[src/rtl/fifo_pkg.sv]
// fifo_pkg: constants and types shared by the FIFO and its write-side arbiter.
//   FIFO_DW     - FIFO word width
//   FIFO_DEPTH  - FIFO storage depth in words
//   arb_state_t - write arbiter grant state (IDLE, BUSY)
package fifo_pkg;

  localparam int FIFO_DW    = 8;
  localparam int FIFO_DEPTH = 16;

  typedef enum logic [0:0] {
    IDLE = 1'b0,
    BUSY = 1'b1
  } arb_state_t;

endpackage

[src/rtl/rr_pick.sv]
// rr_pick: combinational round-robin priority picker.
// Finds the first set request bit starting at rr_ptr and wrapping modulo N_REQ.
//   req    in  N_REQ  request vector
//   rr_ptr in  PW     index holding highest priority this cycle (< N_REQ)
//   any    out 1      at least one request is set
//   pick   out PW     index of the winning request (0 when any=0)
module rr_pick
  import fifo_pkg::*;
#(
  parameter int N_REQ = 4,
  parameter int PW    = (N_REQ > 1) ? $clog2(N_REQ) : 1
) (
  input  logic [N_REQ-1:0] req,
  input  logic [PW-1:0]    rr_ptr,
  output logic             any,
  output logic [PW-1:0]    pick
);

  logic [PW:0]   sum;
  logic [PW-1:0] idx;
  logic          found;

  // Scan every position once, beginning at rr_ptr; the first set bit wins.
  // rr_ptr < N_REQ, so a single conditional subtract performs the wrap.
  always_comb begin
    any   = |req;
    pick  = '0;
    found = 1'b0;
    sum   = '0;
    idx   = '0;
    for (int i = 0; i < N_REQ; i++) begin
      sum = {1'b0, rr_ptr} + (PW+1)'(i);
      sum = (sum >= (PW+1)'(N_REQ)) ? (sum - (PW+1)'(N_REQ)) : sum;
      idx = sum[PW-1:0];
      if (!found && req[idx]) begin
        found = 1'b1;
        pick  = idx;
      end else begin
        found = found;
      end
    end
  end

endmodule

[src/rtl/fifo_wr_arbiter.sv]
// fifo_wr_arbiter: round-robin arbiter sharing one FIFO write port among N_REQ
// producers. A grant lasts up to BURST beats, then priority rotates past the
// owner. Beats are suppressed while fifo_full is high.
//   clk        in  1           clock
//   reset      in  1           asynchronous reset, active low
//   req        in  N_REQ       per-requester word pending
//   req_data   in  N_REQ*DW    requester i's word on [i*DW +: DW]
//   ack        out N_REQ       one-hot: word of that requester written this edge
//   fifo_wen   out 1           FIFO write enable
//   fifo_wdata out DW          owner's word
//   fifo_full  in  1           FIFO full flag
//   busy       out 1           registered; grant in progress
//   owner      out PW          registered index of current/last grant holder
module fifo_wr_arbiter
  import fifo_pkg::*;
#(
  parameter  int N_REQ = 4,
  parameter  int DW    = FIFO_DW,
  parameter  int BURST = 4,
  localparam int PW    = (N_REQ > 1) ? $clog2(N_REQ) : 1
) (
  input  logic                clk,
  input  logic                reset,
  input  logic [N_REQ-1:0]    req,
  input  logic [N_REQ*DW-1:0] req_data,
  output logic [N_REQ-1:0]    ack,
  output logic                fifo_wen,
  output logic [DW-1:0]       fifo_wdata,
  input  logic                fifo_full,
  output logic                busy,
  output logic [PW-1:0]       owner
);

  localparam int CW = $clog2(BURST + 1);

  arb_state_t    state;
  logic [PW-1:0] rr_ptr;
  logic [CW-1:0] beat_cnt;
  logic          any;
  logic [PW-1:0] pick;
  logic          owner_req;
  logic          beat;
  logic          release_grant;
  logic [PW-1:0] next_ptr;
  logic [DW-1:0] slot [N_REQ];

  rr_pick #(
    .N_REQ (N_REQ),
    .PW    (PW)
  ) u_pick (
    .req    (req),
    .rr_ptr (rr_ptr),
    .any    (any),
    .pick   (pick)
  );

  // Unpack the flat requester data bus into one word per requester.
  always_comb begin
    for (int i = 0; i < N_REQ; i++) begin
      slot[i] = req_data[i*DW +: DW];
    end
  end

  // Beat qualification and release decision for the current grant.
  // A withdrawn request releases with no beat, even if full just dropped.
  always_comb begin
    owner_req = req[owner];
    if (state == BUSY) begin
      beat          = owner_req && !fifo_full;
      release_grant = !owner_req || (beat && (beat_cnt == CW'(BURST - 1)));
    end else begin
      beat          = 1'b0;
      release_grant = 1'b0;
    end
    // Explicit wrap so non-power-of-two N_REQ never points past the last requester.
    next_ptr = (owner == PW'(N_REQ - 1)) ? '0 : (owner + PW'(1));
  end

  // Write-port outputs: only the owner is ever acked, and only on a beat.
  always_comb begin
    ack = '0;
    if (beat) begin
      ack[owner] = 1'b1;
    end else begin
      ack = '0;
    end
    fifo_wen   = beat;
    fifo_wdata = slot[owner];
  end

  // Grant FSM: pick in IDLE, transfer in BUSY, rotate priority on release.
  always_ff @(posedge clk or negedge reset) begin
    if (!reset) begin
      state    <= IDLE;
      owner    <= '0;
      rr_ptr   <= '0;
      beat_cnt <= '0;
      busy     <= 1'b0;
    end else begin
      case (state)
        IDLE: begin
          if (any) begin
            state    <= BUSY;
            busy     <= 1'b1;
            owner    <= pick;
            beat_cnt <= '0;
          end
        end
        BUSY: begin
          if (release_grant) begin
            state    <= IDLE;
            busy     <= 1'b0;
            rr_ptr   <= next_ptr;
            beat_cnt <= '0;
          end else if (beat) begin
            beat_cnt <= beat_cnt + CW'(1);
          end
        end
        default: begin
          state    <= IDLE;
          busy     <= 1'b0;
          beat_cnt <= '0;
        end
      endcase
    end
  end

endmodule

[config.mk]
export PLATFORM = sky130hd
export DESIGN_NAME = fifo_wr_arbiter
export DESIGN_NICKNAME = d
export VERILOG_FILES = /design/src/rtl/fifo_pkg.sv /design/src/rtl/rr_pick.sv /design/src/rtl/fifo_wr_arbiter.sv
export SDC_FILE = /design/constraint.sdc
export NUM_CORES = 1
export LEC_CHECK = 0
export BUFFER_PORTS_ARGS = -buffer_cell sky130_fd_sc_hd__buf_4
export CORE_MARGIN = 2
export CORE_UTILIZATION = 44
export DETAILED_ROUTE_END_ITERATION = 8
export PLACE_DENSITY_LB_ADDON = 0.15
export REMOVE_ABC_BUFFERS = 1
export SLEW_MARGIN = 40
export SYNTH_ARGS = -nofsm -noshare
export SYNTH_HDL_FRONTEND = slang
export SYNTH_SLANG_ARGS = --single-unit
[constraint.sdc]
create_clock -name clk -period 4.78 [get_ports clk]
set_input_delay 0.717 -clock clk [delete_from_list [all_inputs] [get_ports clk]]
set_output_delay 0.717 -clock clk [all_outputs]
set_load 0.1 [all_outputs]
* After elaboration in Yosys (flattened, before gate mapping)
Index checks and enable logic that the tools add are counted.
** Operators by class
- Bitwise operators :: 2
- Order comparisons :: 11
- Reductions and logical operators :: 17
- $add $sub $neg :: 9
- Multiplexer cells :: 40
- Eq/ne operators :: 5
** Operators with widths (number)
- $mux W2 :: 9
- $bmux W8 S2 :: 1
- $mux W8 :: 2
- $lt A2 B3 Y1 const B :: 5
- $mux W1 :: 15
- $ge A3 B3 Y1 const B :: 4
- $bmux W1 S2 :: 5
- $mux W3 :: 3
- $reduce_and A2 Y1 :: 4
- $sub A2 B1 Y2 const B :: 4
- $add A2 B2 Y3 const B :: 2
- $logic_and A1 B1 Y1 :: 6
- $pmux W3 S2 :: 1
- $logic_not A1 Y1 :: 5
- $mux W4 :: 1
- $pmux W1 S2 :: 2
- $reduce_or A4 Y1 :: 1
- $add A2 B1 Y3 const B :: 1
- $add A3 B1 Y3 const B :: 1
- $eq A3 B2 Y1 const B :: 1
- $ge A2 B3 Y1 const B :: 1
- $ne A3 B2 Y1 const B :: 1
- $not A2 Y3 :: 1
- $add A2 B1 Y2 const B :: 1
- 7 further kinds :: 7
** Word-level totals
- Output and inout port bits :: 16
- Flip-flop bits (word level) :: 9
- Input bits :: 39
- Word-level logic and storage cells :: 89

* Depth between registers and ports, before layout
- Depth after elaboration :: 14
- Gate-level depth with buffers :: 5
- Gate-level depth less buffers :: 5

* Hierarchy
From an unflattened synthesis, not the netlist that was laid out.
** Second synthesis, totals
- Cell total of the unflattened synthesis :: 76
- Area, all modules :: 830.8 um^2
** Modules (own cells, without submodules)
- fifo_wr_arbiter :: sequential area each 225.2 um^2, area an instance 753.2 um^2, cells an instance 61, times used 1
- rr_pick :: sequential area each 0.0 um^2, area an instance 77.6 um^2, cells an instance 15, times used 1

* Worst setup path after synthesis
No wires, ideal clock.
- Path type :: reg2out
- From :: register owner[0]
- To :: output port ack[0]
- Cell stages (with the launch flop) :: 4
- Required time :: 4.063 ns
- Buffers on the path :: 0
- Path slack :: 0.798 ns
- Arrival :: 3.265 ns
- Cells stage by stage :: dfrtp_1 -> mux4_2 -> nor3b_4 -> and2_1
** Between the ends
- Longest elaborated chain between the ends :: 5
- Elaborated cells on any way between the ends :: 10
- Classes of those cells :: order compare: 2; mux: 6; reduce/logical: 2
** Ends and longest elaborated chain
- start, declared :: line fifo_wr_arbiter.sv:31 : output logic [PW-1:0] owner
- start signal, assigned :: line fifo_wr_arbiter.sv:105 : owner <= pick;
- $bmux W1 S2 :: line fifo_wr_arbiter.sv:67 : owner_req = req[owner];
- $mux W1 (not written as such) :: line fifo_wr_arbiter.sv:67
- $logic_and A1 B1 Y1 :: line fifo_wr_arbiter.sv:69 : beat = owner_req && !fifo_full;
- $mux W1 :: line fifo_wr_arbiter.sv:68 : if (state == BUSY) begin
- net fifo_wen :: line fifo_wr_arbiter.sv:27 : output logic fifo_wen,
- $mux W4 :: line fifo_wr_arbiter.sv:82 : if (beat) begin
- end, declared :: line fifo_wr_arbiter.sv:26 : output logic [N_REQ-1:0] ack,
The timed path passes the listed nets, and every way through them passes these cells. The select of a mux whose other input is x is not followed.

* Final worst setup path
- From :: register owner[0]
- To :: output port ack[3]
** Between the ends
- Longest elaborated chain between the ends :: 5
- Elaborated cells on any way between the ends :: 10
- Classes of those cells :: order compare: 2; mux: 6; reduce/logical: 2
** Ends and longest elaborated chain
- $lt A2 B3 Y1 (not written as such), or another cell as far along :: line fifo_wr_arbiter.sv:83 : ack[owner] = 1'b1;
- $logic_and A1 B1 Y1 (not written as such) / $mux W1 (equally long branches) :: line fifo_wr_arbiter.sv:83, fifo_wr_arbiter.sv:67
- $mux W1 (not written as such) / $logic_and A1 B1 Y1 (equally long branches) :: line fifo_wr_arbiter.sv:83, fifo_wr_arbiter.sv:69
- $demux W1 S2 / $mux W1 (equally long branches) :: line fifo_wr_arbiter.sv:83, fifo_wr_arbiter.sv:68
- $mux W4 * :: line fifo_wr_arbiter.sv:82
Mark *: on every way between the ends. The rest lies on a longest branch, timed or not. The select of a mux whose other input is x is not followed.

==> impl_metrics.yaml <==
run_status:
  status: "finished, final reports clean"
critical_path:
  arrival_ns: 2.25
  reg2reg_from: "owner[0]"
  cp_slowest_cell: "dfrtp_1"
  crit_start: "owner[0]"
  start_kind: "flop"
  r2r_end: "rr_ptr[1]"
  crit_type: "reg -> out"
  endpoint_kind: "output pin"
  cp_slowest_stage_delay_ns: 0.76
  crit_fanout: 15
  r2r_slack_ns: 2.73
  cp.required_ns: 4.06
  crit_chain: "mux4_2, nor3b_4, and2_1, buf_4"
  worst_r2r_path_depth: 3
placement:
  dp_hpwl_um: 1842
  place.port_buffers: 54
  placed_area_sq_um: 1236
  post-place-ws_ns: 2.055
  gp_congestion: 0.7791
global_route:
  antenna_found_initial: 0
  grtUsageTotal_pct: 20.94
  grt_max_degree: 16
  grt_pass1_vias: 759
  grt.overflow.total: 0
  grt_first_pass_wirelength_um: 3325
cells_and_area:
  drive_above_1_share_pct: 56.80
  fin_area_sq_um: 1264
  antenna_cells: 0
  post-route-util_pct: 73.19
  nNetsFinal: 171
  syn2layout_area_growth_pct: 56.35
  fillers: 132
clock_tree:
  cts_buffers: 3
  clk_transition_reported_paths_ns: 0.06
  postCtsSetupBuffers: 0
  cts_tree: "built"
  cts-root-buf: "clkbuf_4"
  clock-sinks: 9
  clock_latency_ns: 0.26
  clk_path_buf_depth: 2
  htreeDepth: 1
  ctsResizeCount: 0
  cts_hold_buf: 0
sta:
  finalMaxSlewViolations: 0
  fin_crit_sh_pct: 62.15
  tns_ns: 0
  max_freq_ghz: 0.3366
  grt_setup_unrepaired: "no"
  finClkSkew_ns: 0.004138
  worstMarginPinSlew_ns: 0.7549
  hold_viol: 0
  finalCriticalPeriod_ns: 2.971
  slew_headroom_pct: 49.21
  layout_setup_ws_ns: 1.809
  setup-violations-final: 0
die:
  initial_core_util_pct: 46.81
  num_rows: 15
  num_io_pins: 55
  die_y_um: 46.86
  coreArea_sq_um: 1727
  floorplan.die_area_sq_um: 2196
  die_w_um: 46.86
logic_synthesis:
  yosys_warnings: 0
  synth.area.top_cells: "dfrtp_1, mux4_2, ha_1"
  syn-cell-area_sq_um: 808.3
  synth-seq-area-share_pct: 27.86
  synth_edf_count: 0
  ys_types: 32
  synth_top_area_share_pct: 27.86
  async_flop_share_pct: 100.0
  syn_inst: 69
  yosys_most_used_dff: "dfrtp_1"
  synthTopCellsByCount: "dfrtp_1, mux4_2, and2_1, ha_1, inv_1"
  yosysTopAreaCell: "dfrtp_1"
  synth_most_common_cell: "dfrtp_1"
  avgSynthCellArea_sq_um: 11.71
  synth-seq-cells: 9
routing:
  ant_nets: 0
  drtIter0Drc: 17
  finalWirelength_um: 2243
  routedWlPerCell_um: 14.95
  avgViaCountPerCell: 5.293
  drt_first_pass_iters: 4
  drcViolationCount: 0
  dr_total_vias: 794
worst_hold_path:
  min_path_type: "in -> async"
run:
  drv_cap: 0
## layout by cell type (no fill, tap or decap), types with 2 or more instances in the layout
master    synthesis  routed
buf_4             0      54
dfrtp_1           9       9
mux4_2            8       8
inv_1             6       6
and2_1            6       6
ha_1              6       6
nor2_1            4       4
a22o_1            3       3
clkbuf_4          0       3
nand2b_1          2       2
o21ai_0           2       2
## cell families after synthesis
group | count (synthesis) | synth area share, %
simple gates | 19 | 14.71
mux | 12 | 29.57
fa+ha+maj | 6 | 9.288
buf+inv | 8 | 3.869
flops | 9 | 27.86
compound gates | 15 | 14.71
## stage by stage
step           hold WS, ns  std cells
3_3_place_gp        0.4952        146
4_1_cts             0.2619        150
2_1_floorplan       0.4214         67
6_report            0.2671        150
3_5_place_dp        0.5026        146
5_1_grt             0.2635        150
## area by class of cell
cell class	count	area [sq um]	area share, %
multi-input combinational	52	551.8	43.66
timing repair buffer	54	405.4	32.08
sequential	9	225.2	17.82
tap	25	31.28	2.475
clock buffer	3	22.52	1.782
inverter	6	22.52	1.782
clock inverter	1	5.005	0.3960
## layer usage
metal | routed length, um | track usage (%)
met1 | 910 | 29.20
met2 | 1153 | 33.42
met3 | 178 | 3.077
met4 | 0 | 7.222
met5 | 0 | 0
## sequential cells by signal (all words and copies together) (netlist names)
name / count
state: 1
beat_cnt: 3
busy: 1
owner: 2
rr_ptr: 2
## how the worst max path moves through the flow
stage              to
4_1_cts        ack[1]
3_5_place_dp   ack[1]
6_report       ack[3]
3_3_place_gp   ack[1]
5_1_grt        ack[3]
2_1_floorplan  ack[0]
## worst max-delay path: cells and delay by family (launching register included)
family                 cells  cell delay (ns)
and+or+nand+nor            2             0.37
DFF                        1             0.76
muxes                      1             0.64
buffers and inverters      1             0.23
Power is left out: the tool's default activity adds up to more than one toggle a clock period on the data nets, which glitch-free logic cannot reach.
